[src/rtl/wm8731_i2c_config_seq_pkg.sv]
// rtl/wm8731_i2c_config_seq_pkg.sv - WM8731 register table, entry type and sequencer states
package wm8731_i2c_config_seq_pkg;

    localparam int WM_NUM_REGS = 10;

    typedef struct packed {
        logic [6:0] addr;
        logic [8:0] data;
    } wm_entry_t;

    typedef enum logic [2:0] {
        ST_IDLE,
        ST_START,
        ST_BITS,
        ST_ACK,
        ST_STOP,
        ST_GAP,
        ST_DONE,
        ST_ERROR
    } state_t;

    // R8 (sampling control) is left at its post-reset value of 000 (48k normal mode).
    function automatic wm_entry_t wm_init_table(input logic [3:0] idx);
        wm_entry_t e;
        case (idx)
            4'd0:    e = {7'h0F, 9'h000};
            4'd1:    e = {7'h00, 9'h097};
            4'd2:    e = {7'h01, 9'h097};
            4'd3:    e = {7'h02, 9'h079};
            4'd4:    e = {7'h03, 9'h079};
            4'd5:    e = {7'h04, 9'h012};
            4'd6:    e = {7'h05, 9'h000};
            4'd7:    e = {7'h06, 9'h000};
            4'd8:    e = {7'h07, 9'h002};
            4'd9:    e = {7'h09, 9'h001};
            default: e = {7'h00, 9'h000};
        endcase
        return e;
    endfunction

endpackage

[src/rtl/wm8731_i2c_config_seq_if.sv]
// rtl/wm8731_i2c_config_seq_if.sv - 2-wire codec control bus (push-pull SCL, open-drain SDA)
interface wm8731_i2c_config_seq_if;
    logic i2c_sclk;
    logic i2c_sdat_oe;
    logic i2c_sdat_i;

    modport master (output i2c_sclk, output i2c_sdat_oe, input i2c_sdat_i);
    modport slave  (input i2c_sclk, input i2c_sdat_oe, output i2c_sdat_i);
endinterface

[src/rtl/wm8731_i2c_config_seq_i2c_byte_tx.sv]
// rtl/wm8731_i2c_config_seq_i2c_byte_tx.sv - byte shifter and ACK capture for the sequencer
module wm8731_i2c_config_seq_i2c_byte_tx (
    input  logic       clk,
    input  logic       reset,
    input  logic       load,
    input  logic [7:0] tx_byte,
    input  logic       shift,
    input  logic       sample,
    input  logic       sda_i,
    output logic       bit_out,
    output logic       last_bit,
    output logic       nack
);
    logic [7:0] shreg;
    logic [2:0] cnt;

    always_ff @(posedge clk) begin
        if (reset) begin
            shreg <= 8'd0;
            cnt   <= 3'd0;
            nack  <= 1'b0;
        end else if (load) begin
            shreg <= tx_byte;
            cnt   <= 3'd0;
            nack  <= 1'b0;
        end else begin
            if (shift) begin
                shreg <= {shreg[6:0], 1'b0};
                cnt   <= cnt + 3'd1;
            end
            if (sample) begin
                nack <= sda_i;
            end
        end
    end

    assign bit_out  = shreg[7];
    assign last_bit = (cnt == 3'd7);
endmodule

[src/rtl/wm8731_i2c_config_seq.sv]
// rtl/wm8731_i2c_config_seq.sv - WM8731 power-up register sequencer; WM8731_ACK_RETRY_EN adds NACK retries
module wm8731_i2c_config_seq
    import wm8731_i2c_config_seq_pkg::*;
#(
    parameter int         CLK_HZ   = 50_000_000,
    parameter int         I2C_HZ   = 100_000,
    parameter logic [6:0] DEV_ADDR = 7'h1A
) (
    input  logic                           clk,
    input  logic                           reset,
    input  logic                           start,
    wm8731_i2c_config_seq_if.master        i2c,
    output logic                           busy,
    output logic                           done,
    output logic                           error,
    output logic [3:0]                     err_idx
);
    localparam int QDIV = (CLK_HZ / (4 * I2C_HZ) > 0) ? CLK_HZ / (4 * I2C_HZ) : 1;
    localparam int QW = (QDIV > 1) ? $clog2(QDIV) : 1;
    localparam logic [3:0] LAST_IDX = 4'(WM_NUM_REGS - 1);

    state_t        state, state_n;
    logic [QW-1:0] qcnt;
    logic [1:0]    q, q_n;
    logic [3:0]    idx, idx_n;
    logic [1:0]    sel, sel_n;
    logic          tick, load, shift, sample, bit_out, last_bit, nack;
    logic          sclk, sda_oe;
    logic [7:0]    tx_byte;
    wm_entry_t     entry;
`ifdef WM8731_ACK_RETRY_EN
    logic [1:0]    retry, retry_n;

    always_ff @(posedge clk) begin
        if (reset) retry <= 2'd0;
        else       retry <= retry_n;
    end
`endif

    assign busy    = !(state inside {ST_IDLE, ST_DONE, ST_ERROR});
    assign done    = (state == ST_DONE);
    assign error   = (state == ST_ERROR);
    assign err_idx = error ? idx : 4'd0;
    assign tick    = busy && (qcnt == QW'(QDIV - 1));
    assign entry   = wm_init_table(idx);
    assign i2c.i2c_sclk    = sclk;
    assign i2c.i2c_sdat_oe = sda_oe;

    // Byte mux follows sel_n so the next byte is ready on the same tick it is loaded.
    always_comb begin
        case (sel_n)
            2'd0:    tx_byte = {DEV_ADDR, 1'b0};
            2'd1:    tx_byte = {entry.addr, entry.data[8]};
            default: tx_byte = entry.data[7:0];
        endcase
    end

    wm8731_i2c_config_seq_i2c_byte_tx u_byte_tx (
        .clk      (clk),
        .reset    (reset),
        .load     (load),
        .tx_byte  (tx_byte),
        .shift    (shift),
        .sample   (sample),
        .sda_i    (i2c.i2c_sdat_i),
        .bit_out  (bit_out),
        .last_bit (last_bit),
        .nack     (nack)
    );

    always_ff @(posedge clk) begin
        if (reset) begin
            state <= ST_IDLE;
            qcnt  <= '0;
            q     <= 2'd0;
            idx   <= 4'd0;
            sel   <= 2'd0;
        end else begin
            state <= state_n;
            q     <= q_n;
            idx   <= idx_n;
            sel   <= sel_n;
            qcnt  <= (tick || !busy) ? '0 : qcnt + 1'b1;
        end
    end

    always_comb begin
        state_n = state;
        q_n     = tick ? q + 2'd1 : q;
        idx_n   = idx;
        sel_n   = sel;
        load    = 1'b0;
        shift   = 1'b0;
        sample  = 1'b0;
        sclk    = 1'b1;
        sda_oe  = 1'b0;
`ifdef WM8731_ACK_RETRY_EN
        retry_n = retry;
`endif
        case (state)
            ST_IDLE, ST_DONE, ST_ERROR: begin
                // IDLE is only reachable through reset, so it always launches the table.
                if (state == ST_IDLE || start) begin
                    state_n = ST_START;
                    q_n     = 2'd0;
                    idx_n   = 4'd0;
                    sel_n   = 2'd0;
`ifdef WM8731_ACK_RETRY_EN
                    retry_n = 2'd0;
`endif
                end
            end
            ST_START: begin
                sda_oe = (q != 2'd0);
                sclk   = (q < 2'd2);
                if (tick && q == 2'd3) begin
                    state_n = ST_BITS;
                    sel_n   = 2'd0;
                    load    = 1'b1;
                end
            end
            ST_BITS: begin
                sclk   = (q == 2'd1) || (q == 2'd2);
                sda_oe = !bit_out;
                if (tick && q == 2'd3) begin
                    if (last_bit) state_n = ST_ACK;
                    else          shift   = 1'b1;
                end
            end
            ST_ACK: begin
                sclk   = (q == 2'd1) || (q == 2'd2);
                sample = tick && (q == 2'd2);
                if (tick && q == 2'd3) begin
                    if (nack || sel == 2'd2) begin
                        state_n = ST_STOP;
                    end else begin
                        state_n = ST_BITS;
                        sel_n   = sel + 2'd1;
                        load    = 1'b1;
                    end
                end
            end
            ST_STOP: begin
                sclk   = (q != 2'd0);
                sda_oe = (q < 2'd2);
                if (tick && q == 2'd3) begin
                    if (!nack) begin
                        state_n = ST_GAP;
                    end else begin
`ifdef WM8731_ACK_RETRY_EN
                        if (retry == 2'd3) begin
                            state_n = ST_ERROR;
                        end else begin
                            retry_n = retry + 2'd1;
                            state_n = ST_GAP;
                        end
`else
                        state_n = ST_ERROR;
`endif
                    end
                end
            end
            ST_GAP: begin
                if (tick && q == 2'd3) begin
                    // A NACK still latched here means the same entry is being retried.
                    if (nack) begin
                        state_n = ST_START;
                    end else if (idx == LAST_IDX) begin
                        state_n = ST_DONE;
                    end else begin
                        state_n = ST_START;
                        idx_n   = idx + 4'd1;
`ifdef WM8731_ACK_RETRY_EN
                        retry_n = 2'd0;
`endif
                    end
                end
            end
            default: state_n = ST_IDLE;
        endcase
    end
endmodule

[src/flat_wrapper.sv]
// flat-port wrapper written by rule: the top's interface ports become plain ports
module wm8731_i2c_config_seq_flat import wm8731_i2c_config_seq_pkg::*;
#(
    parameter int         CLK_HZ   = 50_000_000,
    parameter int         I2C_HZ   = 100_000,
    parameter logic [6:0] DEV_ADDR = 7'h1A
)
  (clk, reset, start, busy, done, error, err_idx, i2c_i2c_sclk, i2c_i2c_sdat_oe, i2c_i2c_sdat_i);
  wm8731_i2c_config_seq_if i2c_i ();
  input  logic clk;
  input  logic reset;
  input  logic start;
  output logic busy;
  output logic done;
  output logic error;
  output logic [3:0] err_idx;
  output wire logic [$bits(i2c_i.i2c_sclk)-1:0] i2c_i2c_sclk;
  output wire logic [$bits(i2c_i.i2c_sdat_oe)-1:0] i2c_i2c_sdat_oe;
  input wire logic [$bits(i2c_i.i2c_sdat_i)-1:0] i2c_i2c_sdat_i;
  assign i2c_i2c_sclk = i2c_i.i2c_sclk;
  assign i2c_i2c_sdat_oe = i2c_i.i2c_sdat_oe;
  assign i2c_i.i2c_sdat_i = i2c_i2c_sdat_i;
  wm8731_i2c_config_seq #(.CLK_HZ(CLK_HZ), .I2C_HZ(I2C_HZ), .DEV_ADDR(DEV_ADDR)) u_core (.clk(clk), .reset(reset), .start(start), .i2c(i2c_i), .busy(busy), .done(done), .error(error), .err_idx(err_idx));
endmodule
[config.mk]
export PLATFORM = sky130hd
export DESIGN_NAME = wm8731_i2c_config_seq_flat
export DESIGN_NICKNAME = d
export VERILOG_FILES = /design/src/rtl/wm8731_i2c_config_seq_pkg.sv /design/src/rtl/wm8731_i2c_config_seq_if.sv /design/src/rtl/wm8731_i2c_config_seq_i2c_byte_tx.sv /design/src/rtl/wm8731_i2c_config_seq.sv /design/src/flat_wrapper.sv
export SDC_FILE = /design/constraint.sdc
export NUM_CORES = 1
export LEC_CHECK = 0
export BUFFER_PORTS_ARGS = -buffer_cell sky130_fd_sc_hd__buf_2
export CAP_MARGIN = 25
export CORE_ASPECT_RATIO = 0.6
export CORE_MARGIN = 2
export CORE_UTILIZATION = 55
export DETAILED_ROUTE_END_ITERATION = 8
export GPL_ROUTABILITY_DRIVEN = 0
export PLACE_DENSITY = 0.73
export SKIP_CTS_REPAIR_TIMING = 1
export SLEW_MARGIN = 10
export SYNTH_ARGS = -nofsm -noshare
export SYNTH_HDL_FRONTEND = slang
export SYNTH_SLANG_ARGS = --single-unit
[constraint.sdc]
create_clock -name clk -period 6.6 [get_ports clk]
set_input_delay 0 -clock clk [delete_from_list [all_inputs] [get_ports clk]]
set_output_delay 0 -clock clk [all_outputs]
set_load 0.01 [all_outputs]
=== After elaboration in Yosys (flattened, before gate mapping) ===
Memory sizes are Yosys's and may differ from the RTL's. A register that Yosys moved wholly into a read port is not among the register bits.
Index checks and enable logic that the tools add are counted.

* Memories: 1
* Bits in registers: 30
* Bits in read-only memories: 192
* Input port bits: 4
* Output and inout port bits: 9
* Logic and storage cells: 101

{| class="wikitable"
|+ Memories
! name !! words !! width !! read ports !! clocked after memory_dff !! wr ports !! line !! RTL
|-
| (no name shown) || 16 || 12 || 1 || 1 || 0 || wm8731_i2c_config_seq_pkg.sv:25 || <nowiki>case (idx)</nowiki>
|}

* Muxes and demuxes: 41
* Magnitude comparators: 1
* Equality and inequality tests: 24
* Add/sub/neg operators: 5
* Reduce and logical (&&, ||, !) cells: 21

{| class="wikitable"
|+ Operators by type and width
! operator !! number
|-
| 3-bit two-way mux || 10
|-
| 4-bit two-way mux || 7
|-
| 3-bit case mux with 6 select lines || 1
|-
| 2-bit two-way mux || 8
|-
| 8-bit two-way mux || 2
|-
| 8-bit case mux with 2 select lines || 1
|-
| 3-bit equality test (second input constant) || 5
|-
| 2-bit by 1-bit != test with 1-bit output (second input constant) || 7
|-
| 4-bit case mux with 2 select lines || 1
|-
| 7-bit by 1-bit adder with 7-bit output (second input constant) || 1
|-
| 7-bit equality test (second input constant) || 1
|-
| 1-bit two-way mux || 7
|-
| 7-bit AND reduction || 1
|-
| 2-bit equality test (second input constant) || 3
|-
| 3-bit by 2-bit equality test with 1-bit output (second input constant) || 2
|-
| 1-bit case mux with 3 select lines || 2
|-
| 2-bit case mux with 3 select lines || 1
|-
| 2-bit nonzero test || 3
|-
| 2-bit OR reduction || 3
|-
| 5-bit AND reduction || 1
|-
| 2-bit by 1-bit adder with 2-bit output (second input constant) || 2
|-
| 4-bit by 1-bit adder with 4-bit output (second input constant) || 1
|-
| 2-bit by 1-bit equality test with 1-bit output (second input constant) || 2
|-
| 4-bit equality test (second input constant) || 1
|-
| 12 further kinds || 19
|}

=== Depth between registers and ports, before layout ===
Gate-level depths: netlist of run 1.

* Depth in word-level cells: 10
* Depth in mapped cells: 12
* Gate-level depth less buffers: 12

=== Cells and area by module ===
From an unflattened synthesis of run 1, not the netlist that was laid out.

* Cell total of the unflattened synthesis: 260
* Area, all modules: 2,323.5 um^2

{| class="wikitable"
|+ Modules (own cells, without submodules)
! module !! area an instance (um^2) !! cells an instance !! sequential area each (um^2) !! instances
|-
| wm8731_i2c_config_seq || 1,789.2 || 210 || 540.5 || 1
|-
| wm8731_i2c_config_seq_i2c_byte_tx || 534.3 || 50 || 240.2 || 1
|}

=== Least setup slack after synthesis of run 1 ===
No wires, ideal clock.

* Kind: reg-to-reg
* Start point: reg u_core.idx[1]
* End point: reg u_core.entry[1] (netlist name)
* Setup slack: 4.164 ns
* Buffers on the path: 0
* Arrival: 2.314 ns
* Data required time: 6.478 ns
* Library setup time: 0.122 ns
* Stages on the path, launching flop included: 12
* Cell sequence: dfxtp_1 > inv_1 > ha_1 > and3b_1 > nor4_4 > o21ai_0 > a22oi_1 > nor2_1 > inv_1 > ha_1 > nor3b_2 > a221o_1

* Cells in the longest elaborated chain, start to end: 7
* Elaborated cells between the ends (all ways): 10
* Classes of those cells: 1 x add/sub; 2 x eq/ne; 6 x mux; 1 x reduce/logical

{| class="wikitable"
|+ RTL lines
! item !! line !! RTL
|-
| start, declared || wm8731_i2c_config_seq.sv:25 || <nowiki>logic [3:0] idx, idx_n;</nowiki>
|-
| start signal, assigned || wm8731_i2c_config_seq.sv:81 || <nowiki>idx <= idx_n;</nowiki>
|-
| 4-bit by 1-bit adder with 4-bit output || wm8731_i2c_config_seq.sv:172 || <nowiki>idx_n = idx + 4'd1;</nowiki>
|-
| 4-bit two-way mux || wm8731_i2c_config_seq.sv:168 || <nowiki>end else if (idx == LAST_IDX) begin</nowiki>
|-
| 4-bit two-way mux || wm8731_i2c_config_seq.sv:166 || <nowiki>if (nack) begin</nowiki>
|-
| 4-bit two-way mux || wm8731_i2c_config_seq.sv:164 || <nowiki>if (tick && q == 2'd3) begin</nowiki>
|-
| 4-bit case mux with 2 select lines || wm8731_i2c_config_seq.sv:100 || <nowiki>case (state)</nowiki>
|-
| 4-bit two-way mux (no source line) (*) (2 in series) || -- ||
|}

Mark *: on every way between the ends. The rest lies on a longest branch, timed or not. The select of a mux whose other input is x is not followed.
A chain may end at the register's enable or synchronous reset.

=== Worst setup path in the final report of run 1 ===
* Start point: reg u_core.state[2]
* End point: reg u_core.entry[1] (netlist name)

* Cells in the longest elaborated chain, start to end: 9
* Elaborated cells between the ends (all ways): 19
* Classes of those cells: 7 x eq/ne; 3 x mux; 9 x reduce/logical

{| class="wikitable"
|+ RTL lines
! item !! line !! RTL
|-
| start, declared || wm8731_i2c_config_seq.sv:22 || <nowiki>state_t state, state_n;</nowiki>
|-
| start signal, assigned || wm8731_i2c_config_seq.sv:79 || <nowiki>state <= state_n;</nowiki>
|-
| 3-bit equality test / 3-bit logical NOT (equally long branches) || wm8731_i2c_config_seq.sv:40, wm8731_i2c_config_seq.sv:100, wm8731_i2c_config_seq.sv:103 ||
|-
| 3-bit nonzero test || wm8731_i2c_config_seq.sv:40 || <nowiki>assign busy = !(state inside {ST_IDLE, ST_DONE, ST_ERROR});</nowiki>
|-
| 1-bit logical NOT || wm8731_i2c_config_seq.sv:40 ||
|-
| 1-bit logical AND || wm8731_i2c_config_seq.sv:44 || <nowiki>assign tick = busy && (qcnt == QW'(QDIV - 1));</nowiki>
|-
| 1-bit logical AND || wm8731_i2c_config_seq.sv:164 ||
|-
| 2-bit by 1-bit != test with 1-bit output (no source line) || -- ||
|-
| 5-bit AND reduction (no source line) || -- ||
|-
| 4-bit two-way mux (no source line) (*) (2 in series) || -- ||
|}

Mark *: on every way between the ends. The rest lies on a longest branch, timed or not.

==> results of run 1 <==
## cell usage after synthesis, drive strengths merged, types with 3 or more instances
library cell	number	share of area
nor2	42	0.067
dfxtp	39	0.33
nand2	18	0.029
a21oi	16	0.036
inv	16	0.025
ha	14	0.074
mux2i	11	0.047
nand3	10	0.025
and2	9	0.024
nor3	9	0.019
clkbuf	8	0.013
nor2b	7	0.019
a211oi	6	0.027
nand2b	6	0.016
o21ai	6	0.013
buf	5	0.011
or2	5	0.014
xnor2	4	0.015
a22oi	3	0.0096
a32oi	3	0.011
and3	3	0.0080
nor4	3	0.017
xor2	3	0.011
## path summary, 6_finish.rpt
| path | startpoint | end | slack (ns) | cells past startpoint |
|---|---|---|---|---|
| worst max register to register | u_core.state[2] | u_core.entry[1] | 3.72 | 9 |
| worst min-delay path | i2c_i2c_sdat_i | u_core.u_byte_tx.nack | -0.005 | 3 |
| worst min register to register | u_core.entry[1] | u_core.u_byte_tx.shreg[1] | 0.48 | 2 |
| worst max-delay path | u_core.state[2] | u_core.entry[1] | 3.72 | 9 |
## routing by layer
metal	routed length, um	vias to the layer above	global-route usage
met5	0	-	0
met4	46	0	0.07323
met3	342	5	0.06184
met2	2021	62	0.3434
met1	2773	917	0.3424
li1	-	990	-
## worst max-delay path, stage by stage, from the launching register on
cell	delay, ns
dfxtp_1	0.73
and2_1	0.29
or2_1	0.30
o21ai_0	0.18
a22oi_1	0.35
nor2_1	0.11
inv_1	0.14
ha_1	0.24
nor3b_2	0.16
a221o_1	0.27
## where the power goes
group	switching, uW	leakage (uW)	internal, uW
Combinational	110	0.000639	62.5
Sequential	30.7	0.000315	245
Clock	89.1	0.0000505	95.1
Total	230	0.00100	403
## flip-flops by register name, indices dropped and copies added (netlist names)
register	flops
u_core.q	2
u_core.sel	2
u_core.idx	4
u_core.entry	9
u_core.u_byte_tx.nack	1
u_core.u_byte_tx.shreg	8
u_core.qcnt	7
u_core.state	3
u_core.u_byte_tx.cnt	3
## cell families (layout without fill, tap and decap cells)
logic type	Yosys count	count (layout)	synth area share
AOI/OAI and AO/OA	55	55	0.1794
xor gates and xnor gates	7	7	0.02601
adders and majority gates	14	14	0.07431
buffers and inverters	29	36	0.04883
DFF	39	39	0.3312
muxes	12	12	0.05149
and+or+nand+nor	124	124	0.2888
## per-stage QoR
step	power, uW	cells	hold slack (ns)	util	cell area, um2
after detailed placement	448.4	339	0.3101	0.5914	2437
final	632.8	347	-0.004917	0.6166	2541
after global routing	665.4	347	0.0003987	0.6166	2541
after floorplan	408.6	280	0.1921	-	2357
after global placement	445.6	339	0.2853	0.5914	2437
after CTS	629.8	347	0.002380	0.6166	2541
## cell type report
| type | count | area share |
|---|---|---|
| Sequential cell | 39 | 0.3072 |
| Clock inverter | 1 | 0.002954 |
| Tap cell | 60 | 0.02954 |
| Multi-Input combinational cell | 212 | 0.5751 |
| Timing Repair Buffer | 12 | 0.02363 |
| Inverter | 16 | 0.02363 |
| Clock buffer | 7 | 0.03791 |
==> metrics.yaml, run 1 <==
timing:
  fin_crit_ns: 2.884
  worst_pin_slew_ns: 0.7425
  skew_ns: 0.006327
  fin_ws_ns: 3.716
  fmax_ghz: 0.3467
  fin_tns_setup_ns: 0
  fin_crit_sh: 0.4370
  finalSetupViolCount: 0
  rsz0062_at_grt: "no"
  drv_slew: 0
  hold_viol: 1
  timing.slew.headroom: 0.5031
  hold_ws_ns: -0.004917
setup_path:
  worst_ep_required_time_ns: 6.79
  endpoint_kind: "flop"
  arrival_ns: 3.07
  crit_fanout: 22
  worstSetupStartpointType: "flop"
  worstSetupPathType: "reg -> reg"
route:
  vias: 1974
  drt-total-wl_mm: 5.184
  viasPerCell: 5.689
  dr.first_iter.drc_count: 162
  drc: 0
  wire_per_inst_um: 14.94
  drt-pass1-iter-count: 4
  ant_nets: 0
yosys:
  async_flop_share: 0
  ys_seq_area_frac: 0.3312
  syn_inst: 280
  synthDistinctLibCells: 60
  syn_nets: 298
  ys_seq_elements: 39
  synth_area_um2: 2357
  synth_edf_count: 0
  avgSynthCellArea_um2: 8.419
  ys_warn_count: 0
  ys.flop_type: "dfxtp_1"
clock_tree:
  cts_tree: "done"
  clk_pin_slew_ns: 0.08
  numCtsBuffers: 5
  clock-root-buffer: "clkbuf_8"
  clk_latency_ns: 0.30
  htree_num_levels: 2
  cts_buffer_depth: 2
  clock_sinks: 39
finish:
  nFillCells: 375
  fin_nets: 304
  diodes: 0
  area_growth_pct: 7.803
  layout_commonest_cell: "nor2_1"
  multi_input_area_um2: 1461
  layout_common_cells: "42 x nor2_1, 39 x dfxtp_1, 18 x nand2_1"
  drive_gt1_frac: 0.1324
  register_area_um2: 780.7
grt:
  grt_pass1_vias: 1723
  grt_max_degree: 32
  gr-usage-all-layers: 0.2367
  globalRoute.totalOverflow: 0
  grt_pass1_wl_mm: 8.493
  antenna_found_initial: 0
place:
  dp_hpwl_mm: 3.899
  port_buffers: 12
  pre_cts_slack_ns: 3.788
outcome:
  violations: "negative hold slack"
  status: "finished, violations left"
power_and_ir_drop:
  leakage_uw: 0.001005
  power_density_nw_per_um2: 249.0
  peakVddDrop_mv: 0.1367
floorplanning:
  rows: 18
  chipHeight_um: 54.71
  start_util: 0.5719
  ios: 13
  design.die.area_um2: 4843
  core_um2: 4121
  die_w_um: 88.52
min_path:
  hold_class: "in -> reg"
run:
  cap_violations: 0
Note: power is estimated with default switching activity, not from simulation.
==> inputs of run 2 (changes only) <==
- ABC_AREA: default -> 1
- clock period: 6.6 -> 2.8 ns (I/O delays scaled with it)
==> metrics.yaml, run 2 <==
power_and_ir_drop:
  p_seq_frac: 0.380  # -0.056
  clockPowerShare: 0.315  # +0.024
  p_comb_frac: 0.305  # +0.032
  netSwitchingPower_uw: 628.8  # +170%
  power_density_nw_per_um2: 728.3  # +190%
  intPower_uw: 1144  # +180%
  swShare: 0.3548  # -0.008624
  peakVddDrop_mv: 0.4742  # +250%
  leakage_uw: 0.001166  # +16%
floorplanning:
  design.die.area_um2: 4501  # -7.0%
  rows: 17  # -1
  start_util: 0.5826  # +0.01060
  core_um2: 3744  # -9.2%
  chipHeight_um: 52.78  # -3.5%
  ios: 13  # unchanged
  die_w_um: 85.30  # -3.6%
yosys:
  synth_area_um2: 2181  # -7.5%
  ys_warn_count: 0  # unchanged
  async_flop_share: 0  # unchanged
  avgSynthCellArea_um2: 6.968  # -17%
  yosysMostFrequentCell: "nand2_1"
  yosys-top-cells-area: "dfxtp_1 36%, nand2_1 10%, ha_1 8.0%"
  ys.flop_type: "dfxtp_1"
  synthDistinctLibCells: 33  # -45%
  yosysTopAreaCell: "dfxtp_1"
  ys_seq_elements: 39  # unchanged
  synth_edf_count: 0  # unchanged
  syn_inst: 313  # +12%
  synth_top_area_share: 0.3580  # +0.02679
  syn_nets: 331  # +11%
  synthTopCellsByCount: "60 x nand2_1, 44 x inv_1, 41 x nor2_1"
  ys_seq_area_frac: 0.3580  # +0.02679
finish:
  diodes: 0  # unchanged
  fin_nets: 348  # +14%
  layout_common_cells: "60 x nand2_1, 44 x inv_1, 41 x nor2_1"
  fin_area_um2: 2434  # -4.2%
  layout_commonest_cell: "nand2_1"
  area_growth_pct: 11.59
  drive_gt1_frac: 0.1299  # -0.002495
  largest_reg_flops: 9  # unchanged
  stdcell_count: 378  # +8.9%
route:
  drt-pass1-iter-count: 4  # unchanged
  met2_length_mm: 1.829  # -9.5%
  drc: 0  # unchanged
  drt-total-wl_mm: 4.876  # -5.9%
  met3WireLength_um: 368  # +7.6%
  viasPerCell: 5.272  # -7.3%
  dr.first_iter.drc_count: 201  # +24%
  wire_per_inst_um: 12.90  # -14%
  top_layer: "met4"
  ant_nets: 0  # unchanged
  vias: 1993  # +0.96%
  wl_met1_mm: 2.669  # -3.8%
clock_tree:
  clk_pin_slew_ns: 0.08  # about the same
  clk_latency_ns: 0.29  # about the same
  htree_num_levels: 2  # unchanged
  numCtsBuffers: 5  # unchanged
  clock-root-buffer: "clkbuf_8"
  cts_buffer_depth: 2  # unchanged
  cts_tree: "done"
  clock_sinks: 39  # unchanged
setup_path:
  worstSetupPathType: "reg -> reg"
  critPathBufInv: 3  # +2
  cp_slowest_cell: "dfxtp_1"
  arrival_ns: 2.78  # -0.29 ns
  r2r_end: "u_core.entry[1]"
  r2r-start: "u_core.qcnt[0]"
  crit_family: "simple AND/OR/NAND/NOR gates"
  crit_fanout: 7  # -68%
  ff2ff_setup_slack_ns: 0.26  # -3.45 ns
  worst_ep_required_time_ns: 3.05  # -3.74 ns
  r2r.worst_path.cells: 17  # +8
  endpoint_kind: "flop"
  worstSetupStartpointType: "flop"
  crit_path_cell_trace: "inv_1, ha_1, nand3_1, nor2_1, nand3_4, nand2_2, nand2_2, nor2_4, o21ai_0, o21ai_1, nor2_1, inv_1, ha_1, inv_1, nor2_1, nand2_1, nand2_1"
  slowest_delay_ns: 0.35  # -0.38 ns
place:
  dp_hpwl_mm: 3.841  # -1.5%
  post_dp_cell_area_um2: 2297  # -5.7%
  dp.cells: 370  # +9.1%
  port_buffers: 12  # unchanged
  pre_cts_slack_ns: 0.2905  # -3.497 ns
min_path:
  holdPathEnd: "u_core.u_byte_tx.nack"
  min_from: "i2c_i2c_sdat_i"
  hold_class: "in -> reg"
  whs_path_depth: 3  # unchanged
timing:
  timing.slew.headroom: 0.4885  # -0.01469
  drv_slew: 0  # unchanged
  finalSetupViolCount: 0  # unchanged
  fin_crit_ns: 2.536  # -0.3485 ns
  fin_tns_setup_ns: 0  # unchanged
  fmax_ghz: 0.3944  # +14%
  skew_ns: 0.008500  # +0.002173 ns
  rsz0062_at_grt: "no"
  fin_crit_sh: 0.9056  # +0.4686
  hold_viol: 1  # unchanged
  hold_ws_ns: -0.005508  # -0.0005913 ns
  fin_ws_ns: 0.2642  # -3.451 ns
  worst_pin_slew_ns: 0.7593  # +0.01676 ns
grt:
  gr-usage-all-layers: 0.2471  # +0.01036
  antenna_found_initial: 0  # unchanged
  grt_pass1_vias: 1818  # +5.5%
  globalRoute.totalOverflow: 0  # unchanged
  grt_max_degree: 14  # -56%
  grt_pass1_wl_mm: 8.576  # +0.98%
outcome:
  status: "finished, violations left"
  violations: "negative hold slack"
run:
  cap_violations: 0  # unchanged
==> run 2: cell count changes after synthesis, sizes merged, moves of 6 or more <==
cell | before | now
and2 | 9 | 0
mux2i | 11 | 0
o21ai | 6 | 21
nor2b | 7 | 0
nand2 | 18 | 64
nand2b | 6 | 0
clkbuf | 8 | 2
inv | 16 | 51
nand3 | 10 | 32
==> run 2: cell families (layout without fill, tap and decap cells) <==
kind of cell / after synthesis / after routing / share of synthesized area
AO/OA/AOI/OAI: 48 / 48 / 0.1285
AND/OR/NAND/NOR: 152 / 152 / 0.3173
flip-flops: 39 / 39 / 0.3580
XOR/XNOR: 5 / 5 / 0.02008
buffers and inverters: 55 / 73 / 0.09582
adder cells (fa/ha/maj): 14 / 14 / 0.08032
==> run 2: final cells by class <==
type / instances / area, um2
inverters: 51 / 191.4
multi-input cells: 219 / 1191
clock inverters: 3 / 67.56
repair buffers: 14 / 75.07
fillers: 331 / 1310
flip-flops and latches: 39 / 780.7
well taps: 47 / 58.81
clock buffers: 5 / 68.82
==> run 2: worst max-delay path by stage <==
stage	start	to	slack (ns)	cells past startpoint
2_1_floorplan	u_core.qcnt[0]	u_core.entry[1]	0.58	17
3_3_place_gp	u_core.qcnt[0]	u_core.entry[1]	0.43	17
3_5_place_dp	u_core.qcnt[0]	u_core.entry[1]	0.29	17
4_1_cts	u_core.qcnt[0]	u_core.entry[1]	0.26	17
5_1_grt	u_core.qcnt[0]	u_core.entry[1]	0.001	17
6_report	u_core.qcnt[0]	u_core.entry[1]	0.26	17
==> run 2: layer usage <==
| layer | up-vias | global-route usage |
|---|---|---|
| met5 | - | 0 |
| met4 | 0 | 0.05556 |
| met3 | 2 | 0.07244 |
| met2 | 63 | 0.3372 |
| met1 | 883 | 0.3750 |
| li1 | 1045 | - |
==> run 2: worst register-to-register path, stage by stage, from the launching register on <==
cell and delay [ns]:
dfxtp_1 0.35, inv_1 0.07, ha_1 0.13, nand3_1 0.07
nor2_1 0.34, nand3_4 0.15, nand2_2 0.09, nand2_2 0.06
nor2_4 0.18, o21ai_0 0.12, o21ai_1 0.16, nor2_1 0.09
inv_1 0.13, ha_1 0.19, inv_1 0.05, nor2_1 0.14
nand2_1 0.09, nand2_1 0.06
==> run 2: metrics by stage <==
step | power, uW | hold slack (ns) | util
after detailed placement | 1218 | 0.2921 | 0.6136
after floorplan | 1078 | 0.1762 | -
after global placement | 1212 | 0.3002 | 0.6136
final | 1772 | -0.005508 | 0.6501
after global routing | 1888 | 0.02848 | 0.6501
after CTS | 1778 | -0.004219 | 0.6501
==> run 2: power by group through the flow <==
stage / Sequential (uW) / Combinational [uW] / Clock [uW]
floorplan: 656 / 422 / 0
global placement: 683 / 529 / 0
detailed placement: 683 / 534 / 0
CTS: 671 / 537 / 570
global route: 681 / 613 / 593
finish: 674 / 540 / 559
==> inputs of run 3 (changes only) <==
- CORE_UTILIZATION: 55 -> 60
- PLACE_DENSITY: 0.73 -> 0.79
==> metrics.yaml, run 3 (synthesis results as in run 2) <==
min_path:
  whs_path_depth: 3  # unchanged
  hold_class: "in -> reg"
  min_from: "i2c_i2c_sdat_i"
  holdPathEnd: "u_core.u_byte_tx.nack"
power_and_ir_drop:
  power_uw: 1560  # -12%
  peakVddDrop_mv: 0.4811  # +1.5%
  power_density_nw_per_um2: 658.1  # -9.6%
  leakage_uw: 0.001139  # -2.3%
clock_tree:
  clk_latency_ns: 0.28  # about the same
  htree_num_levels: 2  # unchanged
  cts_buffer_depth: 2  # unchanged
  numCtsBuffers: 5  # unchanged
  clock_sinks: 39  # unchanged
  clk_pin_slew_ns: 0.07  # about the same
  clock-root-buffer: "clkbuf_8"
  cts_tree: "done"
grt:
  grt_max_degree: 17  # +3
  antenna_found_initial: 0  # unchanged
  grt_pass1_vias: 1765  # -2.9%
  globalRoute.totalOverflow: 0  # unchanged
  gr-usage-all-layers: 0.2531  # +0.005986
  grt_pass1_wl_mm: 7.969  # -7.1%
route:
  vias: 1992  # -0.050%
  wire_per_inst_um: 12.52  # -2.9%
  ant_nets: 0  # unchanged
  drt-total-wl_mm: 4.695  # -3.7%
  drt-pass1-iter-count: 5  # +1
  drc: 0  # unchanged
  dr.first_iter.drc_count: 196  # -2.5%
  viasPerCell: 5.312  # +0.75%
finish:
  stdcell_count: 375  # -0.79%
  area_growth_pct: 8.720
  final_util: 0.7050  # +0.05492
  fin_nets: 347  # -0.29%
  largest_reg_flops: 9  # unchanged
  drive_gt1_frac: 0.1242  # -0.005667
  layout_common_cells: "60 x nand2_1, 44 x inv_1, 40 x nor2_1"
  diodes: 0  # unchanged
  layout_commonest_cell: "nand2_1"
setup_path:
  worstSetupPathType: "reg -> reg"
  endpoint_kind: "flop"
  ff2ff_setup_slack_ns: 0.36  # +0.10 ns
  arrival_ns: 2.61  # -0.17 ns
  worstSetupStartpointType: "flop"
  r2r-start: "u_core.idx[1]"
  worst_ep_required_time_ns: 2.97  # -0.08 ns
  crit_fanout: 7  # unchanged
  r2r.worst_path.cells: 16  # -1
  crit_path_start: "u_core.idx[1]"
  r2r_end: "u_core.entry[1]"
timing:
  skew_ns: 0.007775  # -0.0007253 ns
  drv_slew: 0  # unchanged
  hold_viol: 0  # -1
  fin_crit_sh: 0.8712  # -0.03447
  rsz0062_at_grt: "no"
  fmax_ghz: 0.4100  # +4.0%
  timing.slew.headroom: 0.4819  # -0.006559
  fin_tns_setup_ns: 0  # unchanged
  worst_pin_slew_ns: 0.7690  # +0.009736 ns
  finalSetupViolCount: 0  # unchanged
  fin_crit_ns: 2.439  # -0.09652 ns
  fin_ws_ns: 0.3608  # +0.09652 ns
floorplanning:
  die_w_um: 81.83  # -4.1%
  ios: 13  # unchanged
  chipHeight_um: 50.70  # -3.9%
  rows: 16  # -1
  core_um2: 3363  # -10%
  start_util: 0.6484  # +0.06588
  design.die.area_um2: 4149  # -7.8%
place:
  dp.cells: 367  # -0.81%
  port_buffers: 12  # unchanged
  pre_cts_slack_ns: 0.3564  # +0.06586 ns
  dp_hpwl_mm: 3.591  # -6.5%
outcome:
  status: "completed"
run:
  cap_violations: 0  # unchanged
==> run 3: cell count changes in the layout (fill, tap and decap cells not counted), sizes merged <==
cell      change
clkinv        +1
clkbuf        +2
bufinv        -2
buf           -1
clkinvlp      -1
==> run 3: per-stage QoR <==
| stage | cell area, um2 | hold WS (ns) |
|---|---|---|
| after floorplan | 2181 | 0.1762 |
| after global placement | 2287 | 0.2967 |
| after detailed placement | 2287 | 0.2968 |
| after CTS | 2369 | 0.006594 |
| after global routing | 2371 | 0.05409 |
| final | 2371 | 0.01782 |
==> run 3: worst max-delay path, stage by stage (launching register included) <==
cell and delay (ns):
dfxtp_1 0.37, inv_1 0.08, ha_1 0.17, nand3_1 0.15
nand2_1 0.10, a21oi_1 0.21, nand2_2 0.10, nor2_4 0.16
o21ai_0 0.11, o21ai_1 0.15, nor2_1 0.10, inv_1 0.13
ha_1 0.25, nand2_1 0.09, nand2_1 0.06, nand2_1 0.06
nand2_1 0.05
==> run 3: worst max path at each step <==
stage | endpoint | slack [ns] | cells past startpoint
after CTS | u_core.entry[1] | 0.33 | 17
after detailed placement | u_core.entry[1] | 0.36 | 17
after global routing | u_core.entry[1] | 0.10 | 17
after global placement | u_core.entry[1] | 0.47 | 17
final | u_core.entry[1] | 0.36 | 16
after floorplan | u_core.entry[1] | 0.58 | 17
==> run 3: final cells by class <==
| type | count | area, um2 |
|---|---|---|
| clock buffer | 7 | 76.32 |
| clock inverter | 1 | 5.005 |
| fill | 283 | 992.2 |
| inverter | 51 | 191.4 |
| multi-input combinational | 219 | 1194 |
| sequential | 39 | 780.7 |
| tap | 45 | 56.30 |
| timing repair buffer | 13 | 67.56 |
==> run 3: metal layers <==
metal	global-route usage	vias to the layer above	wire [um]
met5	0	-	0
met4	0.05278	0	14
met3	0.08993	2	465
met2	0.3293	80	1786
met1	0.3917	876	2428
li1	-	1034	-
==> run 3: power breakdown <==
part	switching (uW)	leakage [uW]	internal [uW]
registers	53.9	0.000317	615
clock network	178	0.0000422	175
logic	365	0.000780	173
